==> src/rtl/frv_masked_b2a.sv <==
// Boolean-to-arithmetic mask conversion (Goubin), fully registered, one result per 4 cycles.
// Optional output refresh with fresh randomness z1 when FRV_MASKED_B2A_REFRESH_EN is defined.
module frv_masked_b2a #(
  parameter int BIT_WIDTH = 32
) (
  input  logic                 g_clk,
  input  logic                 g_resetn,
  input  logic                 flush,
  input  logic                 valid,
  input  logic [BIT_WIDTH-1:0] rs1_s0,
  input  logic [BIT_WIDTH-1:0] rs1_s1,
  input  logic [BIT_WIDTH-1:0] z0,
  input  logic [BIT_WIDTH-1:0] z1,
  output logic [BIT_WIDTH-1:0] rd_s0,
  output logic [BIT_WIDTH-1:0] rd_s1,
  output logic                 ready,
  output logic [1:0]           dbg_state
);

  localparam logic [1:0] ST_IDLE = 2'd0;
  localparam logic [1:0] ST_S1   = 2'd1;
  localparam logic [1:0] ST_S2   = 2'd2;
  localparam logic [1:0] ST_DONE = 2'd3;

  logic [1:0]           state_q, state_d;
  logic [BIT_WIDTH-1:0] s0_q, s0_d;
  logic [BIT_WIDTH-1:0] s1_q, s1_d;
  logic [BIT_WIDTH-1:0] g_q, g_d;
  logic [BIT_WIDTH-1:0] t1_q, t1_d;
  logic [BIT_WIDTH-1:0] rd_s0_q, rd_s0_d;
  logic [BIT_WIDTH-1:0] rd_s1_q, rd_s1_d;

  // g2 mixes gamma into s1 first, so s0 and s1 only ever meet under the gamma mask.
  logic [BIT_WIDTH-1:0] g2;
  logic [BIT_WIDTH-1:0] a_share;

  assign g2      = g_q ^ s1_q;
  assign a_share = t1_q ^ s0_q ^ ((s0_q ^ g2) - g2);

  // Handshake: valid is held by the requester until ready; ready is a one-cycle
  // pulse decoded from the state register alone, and rd_s0/rd_s1 are valid with it.
  always_comb begin
    state_d = state_q;
    s0_d    = s0_q;
    s1_d    = s1_q;
    g_d     = g_q;
    t1_d    = t1_q;
    rd_s0_d = rd_s0_q;
    rd_s1_d = rd_s1_q;
    if (flush) begin
      state_d = ST_IDLE;
      s0_d    = '0;
      s1_d    = '0;
      g_d     = '0;
      t1_d    = '0;
      rd_s0_d = '0;
      rd_s1_d = '0;
    end else begin
      case (state_q)
        ST_IDLE: begin
          if (valid) begin
            s0_d    = rs1_s0;
            s1_d    = rs1_s1;
            g_d     = z0;
            state_d = ST_S1;
          end
        end
        ST_S1: begin
          t1_d    = (s0_q ^ g_q) - g_q;
          state_d = ST_S2;
        end
        ST_S2: begin
`ifdef FRV_MASKED_B2A_REFRESH_EN
          rd_s0_d = a_share + z1;
          rd_s1_d = s1_q - z1;
`else
          rd_s0_d = a_share;
          rd_s1_d = s1_q;
`endif
          state_d = ST_DONE;
        end
        default: begin
          state_d = ST_IDLE;
        end
      endcase
    end
  end

`ifndef FRV_MASKED_B2A_REFRESH_EN
  logic unused_z1;
  assign unused_z1 = ^z1;
`endif

  always_ff @(posedge g_clk or negedge g_resetn) begin
    if (!g_resetn) begin
      state_q <= ST_IDLE;
      s0_q    <= '0;
      s1_q    <= '0;
      g_q     <= '0;
      t1_q    <= '0;
      rd_s0_q <= '0;
      rd_s1_q <= '0;
    end else begin
      state_q <= state_d;
      s0_q    <= s0_d;
      s1_q    <= s1_d;
      g_q     <= g_d;
      t1_q    <= t1_d;
      rd_s0_q <= rd_s0_d;
      rd_s1_q <= rd_s1_d;
    end
  end

  assign rd_s0     = rd_s0_q;
  assign rd_s1     = rd_s1_q;
  assign ready     = (state_q == ST_DONE);
  assign dbg_state = state_q;

endmodule

==> config.mk <==
export PLATFORM = sky130hd
export DESIGN_NAME = frv_masked_b2a
export DESIGN_NICKNAME = d
export VERILOG_FILES = /design/src/rtl/frv_masked_b2a.sv
export SDC_FILE = /design/constraint.sdc
export NUM_CORES = 1
export LEC_CHECK = 0
export BUFFER_PORTS_ARGS = -buffer_cell sky130_fd_sc_hd__buf_4
export CAP_MARGIN = 20
export CELL_PAD_IN_SITES_DETAIL_PLACEMENT = 0
export CELL_PAD_IN_SITES_GLOBAL_PLACEMENT = 1
export CORE_ASPECT_RATIO = 0.7
export CORE_MARGIN = 10
export CORE_UTILIZATION = 45
export DETAILED_ROUTE_END_ITERATION = 7
export PLACE_DENSITY = 0.83
export SETUP_SLACK_MARGIN = 0.02
export SLEW_MARGIN = 20
export SYNTH_ARGS = -nofsm -noshare
export SYNTH_HDL_FRONTEND = slang
export SYNTH_SLANG_ARGS = --single-unit
==> constraint.sdc <==
create_clock -name g_clk -period 3.5 [get_ports g_clk]
set_clock_uncertainty 0.1 [all_clocks]
set_input_delay 0.7 -clock g_clk [delete_from_list [all_inputs] [get_ports g_clk]]
set_output_delay 0.7 -clock g_clk [all_outputs]
set_load 0.05 [all_outputs]
* After elaboration in Yosys (flattened, before gate mapping)
Cells that the tools add are included.
Widths: inputs -> output; s select.
** Storage, ports and cells
- Bits in registers :: 194
- Bits of input ports :: 132
- Output and inout bits :: 67
- Word-level logic and storage cells :: 42
** Cells by class
- Add/sub/neg operators :: 2
- Equality and inequality tests :: 4
- Muxes and demuxes :: 18
- Bitwise gates (word level) :: 5
- Reductions and logical operators :: 6
** Operators by type and width (number)
- $mux 32 :: 15
- $xor 32x32->32 :: 5
- $sub 32x32->32 :: 2
- $reduce_bool 2->1 :: 4
- $pmux 2 s3 :: 1
- $eq 2x2->1 const B :: 2
- $mux 2 :: 2
- $ne 3x3->1 const B :: 1
- $eq 2x1->1 const B :: 1
- $logic_not 2->1 :: 1
- $reduce_and 2->1 :: 1

* Longest topological paths before layout
- Depth in word-level cells :: 6
- Mapped depth :: 12
- Depth with buffers taken out :: 12

* Worst setup path before layout
Ideal clock, no wire load.
- Kind :: flip-flop to flip-flop
- Start point :: reg g_q[2]
- End point :: reg t1_q[25]
- Setup time :: 144 ps
- Data arrival time :: 2609 ps
- Data required time :: 3256 ps
- Path slack :: 647 ps
- Cell stages (with the launch flop) :: 12
- Path buffers :: 0
- Clock period less this slack :: 2853 ps
- Cells stage by stage :: dfrtp_1 > inv_1 > ha_1 > xnor2_1 > or3_1 > a21oi_2 > o21a_2 > a211o_4 > a31oi_2 > nand3_1 > a2111oi_0 > a2111oi_1
** On the way
- Cells in the longest elaborated chain, start to end :: 4
** RTL lines
- start, declared :: line 28 : logic [BIT_WIDTH-1:0] g_q, g_d;
- start signal, assigned :: line 107 : g_q <= g_d;
- $xor 32x32->32 :: line 69 : t1_d = (s0_q ^ g_q) - g_q;
- $sub 32x32->32 (*) :: line 69
- $mux 32 (*) :: line 59 : case (state_q)
- $mux 32 (*) :: line 50 : if (flush) begin
- end signal, assigned :: line 108 : t1_q <= t1_d;
- end, declared :: line 29 : logic [BIT_WIDTH-1:0] t1_q, t1_d;
Every way passes the cells marked *; elsewhere a longest branch is shown, timed or not. The select of a mux whose other input is x is not followed.
A chain may end at the register's enable or synchronous reset.

* Final worst setup path
- Start point :: reg g_q[3]
- End point :: reg t1_q[28]
Same word-level chain as after synthesis.

==> results.txt <==
count of input and output buffers: 165
Ys Warns: 0
WL final: 35.1 mm
cell taking the most area after synthesis: dfrtp_1
Area contributors post-synth: dfrtp_1, xnor2_1, a22o_1, ha_1, mux2i_1
vias in the first global route: 9937
Post-synth top cells: dfrtp_1, xnor2_1, nor2_1, a22o_1, clkbuf_1
startpoint types: flip-flop
Leak: 0.00661 uW
Tightest Pin Transition: 1110 ps
CTS buffer count: 17
post-route ant nets: 0
antenna violations before repair: 0
Seq cells post-synth: 193
Final setup viols: 0
most frequent cell after synthesis: dfrtp_1
worst r2r src: g_q[3]$_DFFE_PN0P_
Layout area overhead: 19.0%
Max-slew headroom: 25.7%
Mapped Nets: 1479
# DRC: 0
sequential element share of the synthesized area: 38.7%
average routed wire per standard cell: 19.4 um
top_reg_cell synth: dfrtp_1
die area: 34900 um2
Iter 0 DRT Violations: 843
Max Slew Vio Count: 0
Power Density: 951 nW/um2
clock-pin transition on the worst setup and hold timing paths: 70 ps
largest net degree at the start of global routing: 92
WP data required: 3740 ps
via count: 9973
final hold viol count: 0
routability cong.: 0.919
drt pass-1 iters: 5
R2R Path End: t1_q[28]$_DFFE_PN0P_
CTS tree: done
maximum vdd drop: 473 uV
CTS max path bufs: 2
final period utilization: 93.8%
worst min path class: input pin to asynchronous set/reset pin
CTS Root Cell: clkbuf_16
post-synthesis cell count: 1284
latest clock arrival within the worst-skew pair: 450 ps
Starting Density: 46.2%
Peak Freq: 305 MHz
ANT cells: 0
GRT overflow: 0
Die Height: 159 um
Synth cell types: 82
io pins: 199
std cell rows: 50
setup TNS: 0 ps
clock sink total: 193
critical path class: flip-flop to flip-flop
EDFF count, synth: 0
core footprint: 27000 um2
worst-path fanout max: 3
Core Util, Final: 55.0%
status: finished clean
crit path DAT: 3520 ps
overall routing resource usage: 20.2%
hold_buf cts: 0
ys async rst share: 100%
RSZ-0062 raised after global routing: no
Synth Cell Area: 12500 um2
worst r2r path cells: 11
Max Cap Viol: 0
CP endpoint kind: flip-flop
DP Worst Slack: 179 ps
H-tree depth: 4
Layout Nets: 1632
internal reg-to-reg setup slack: 220 ps
Setup WS post-layout: 218 ps
fraction of layout cells with a size suffix above 1: 20.2%
vias per cell: 5.51
first-pass GRT wire length: 56.7 mm
Yosys top cell area share: 38.7%
syn_area_per_cell: 9.72 um2
final worst path period need: 3280 ps
width of the die: 219 um
Post-DP HPWL: 26.7 mm
[per-stage QoR]
stage	power [uW]	instance area, um2	hold slack [ps]	instances
2_1_floorplan	9970	12500	304	1284
3_3_place_gp	12200	14300	373	1782
3_5_place_dp	12300	14300	389	1782
4_1_cts	14200	14800	261	1811
5_1_grt	15200	14900	291	1811
6_report	14100	14900	236	1811
[critical path, cell delays in order (launching register included)]
cell and delay, ps:
dfrtp_1 380, inv_1 60, ha_1 310, xnor2_2 250, nor3b_1 140, o31a_1 400
a21oi_4 220, nor3_2 80, o311ai_2 410, a21oi_1 160, or4_1 410, a311oi_1 250
[sequential cells by signal, indices dropped and copies added (netlist names)]
name	count
t1_q	32
dbg_state	2
s1_q	32
g_q	31
rd_s1	32
rd_s0	32
s0_q	32
[how the worst max path moves through the flow]
stage / from / endpoint / depth (start not counted)
3_5_place_dp: g_q[1]$_DFFE_PN0P_ / rd_s0[23]$_DFFE_PN0P_ / 12
6_report: g_q[3]$_DFFE_PN0P_ / t1_q[28]$_DFFE_PN0P_ / 11
3_3_place_gp: g_q[3]$_DFFE_PN0P_ / t1_q[28]$_DFFE_PN0P_ / 11
2_1_floorplan: g_q[2]$_DFFE_PN0P_ / t1_q[25]$_DFFE_PN0P_ / 11
4_1_cts: g_q[3]$_DFFE_PN0P_ / t1_q[28]$_DFFE_PN0P_ / 11
5_1_grt: g_q[1]$_DFFE_PN0P_ / rd_s0[23]$_DFFE_PN0P_ / 12
[power by group]
group	leakage [uW]	internal (uW)	switching (uW)
registers	0.00262	2780	541
logic	0.00373	3880	5120
clock network	0.000257	920	878
total	0.00661	7580	6540
[kinds of logic after synthesis]
kind of cell               after synthesis  share of synthesized area [%]
and+or+nand+nor                        316                           12.2
AOI/OAI and AO/OA                      298                           18.3
xor gates and xnor gates               202                           14.3
DFF                                    193                           38.7
buffers and inverters                  140                           4.34
muxes                                   72                           5.91
adders and majority gates               63                           6.31
[layout by cell type (no fill, tap or decap), types with 5 or more instances in the layout]
master | netlist | routed
buf_4 | 2 | 212
dfrtp_1 | 193 | 193
xnor2_1 | 152 | 150
nor2_1 | 148 | 148
a22o_1 | 95 | 95
mux2i_1 | 63 | 63
ha_1 | 63 | 61
inv_1 | 56 | 56
xor2_1 | 48 | 48
nand2_1 | 42 | 42
o21ai_0 | 37 | 37
a211oi_1 | 35 | 35
a21oi_1 | 30 | 29
nand2b_1 | 19 | 19
clkbuf_16 | 0 | 17
nor2b_1 | 16 | 16
nand3_1 | 16 | 16
a31oi_1 | 12 | 12
or2_2 | 11 | 11
nor4_1 | 9 | 9
o31ai_1 | 8 | 8
nor3_1 | 8 | 8
nand4_1 | 7 | 7
o211ai_1 | 7 | 7
mux2_2 | 7 | 7
nor3b_1 | 6 | 6
or3_1 | 6 | 6
and2_1 | 6 | 6
o21a_1 | 5 | 5
o221ai_1 | 5 | 5
or4_1 | 5 | 5
a21o_1 | 5 | 5
a21boi_0 | 5 | 5
clkinv_2 | 0 | 5
[area by class of cell]
cell class                 count  area, um2
fill                        2455      12200
multi-input combinational    951       7160
sequential                   193       4830
timing repair buffer         217       1690
tap                          364        455
clock buffer                  20        447
inverter                      57        214
clock inverter                 9       60.1
[layer usage]
layer  vias to the layer above  global-route usage [%]  routed length [um]
met3                        25                    4.97                2470
met5                         -                       0                   0
met4                         0                    4.25                 353
met1                      4837                    31.8               18600
met2                       249                    26.5               13700
li1                       4862                       -                   -
[what timing repair did]
action,CTS,global route
setup buffers,0,0
endpoints found under the setup margin,0,2
gates resized for setup,0,3
Note: power is estimated with default switching activity, not from simulation.
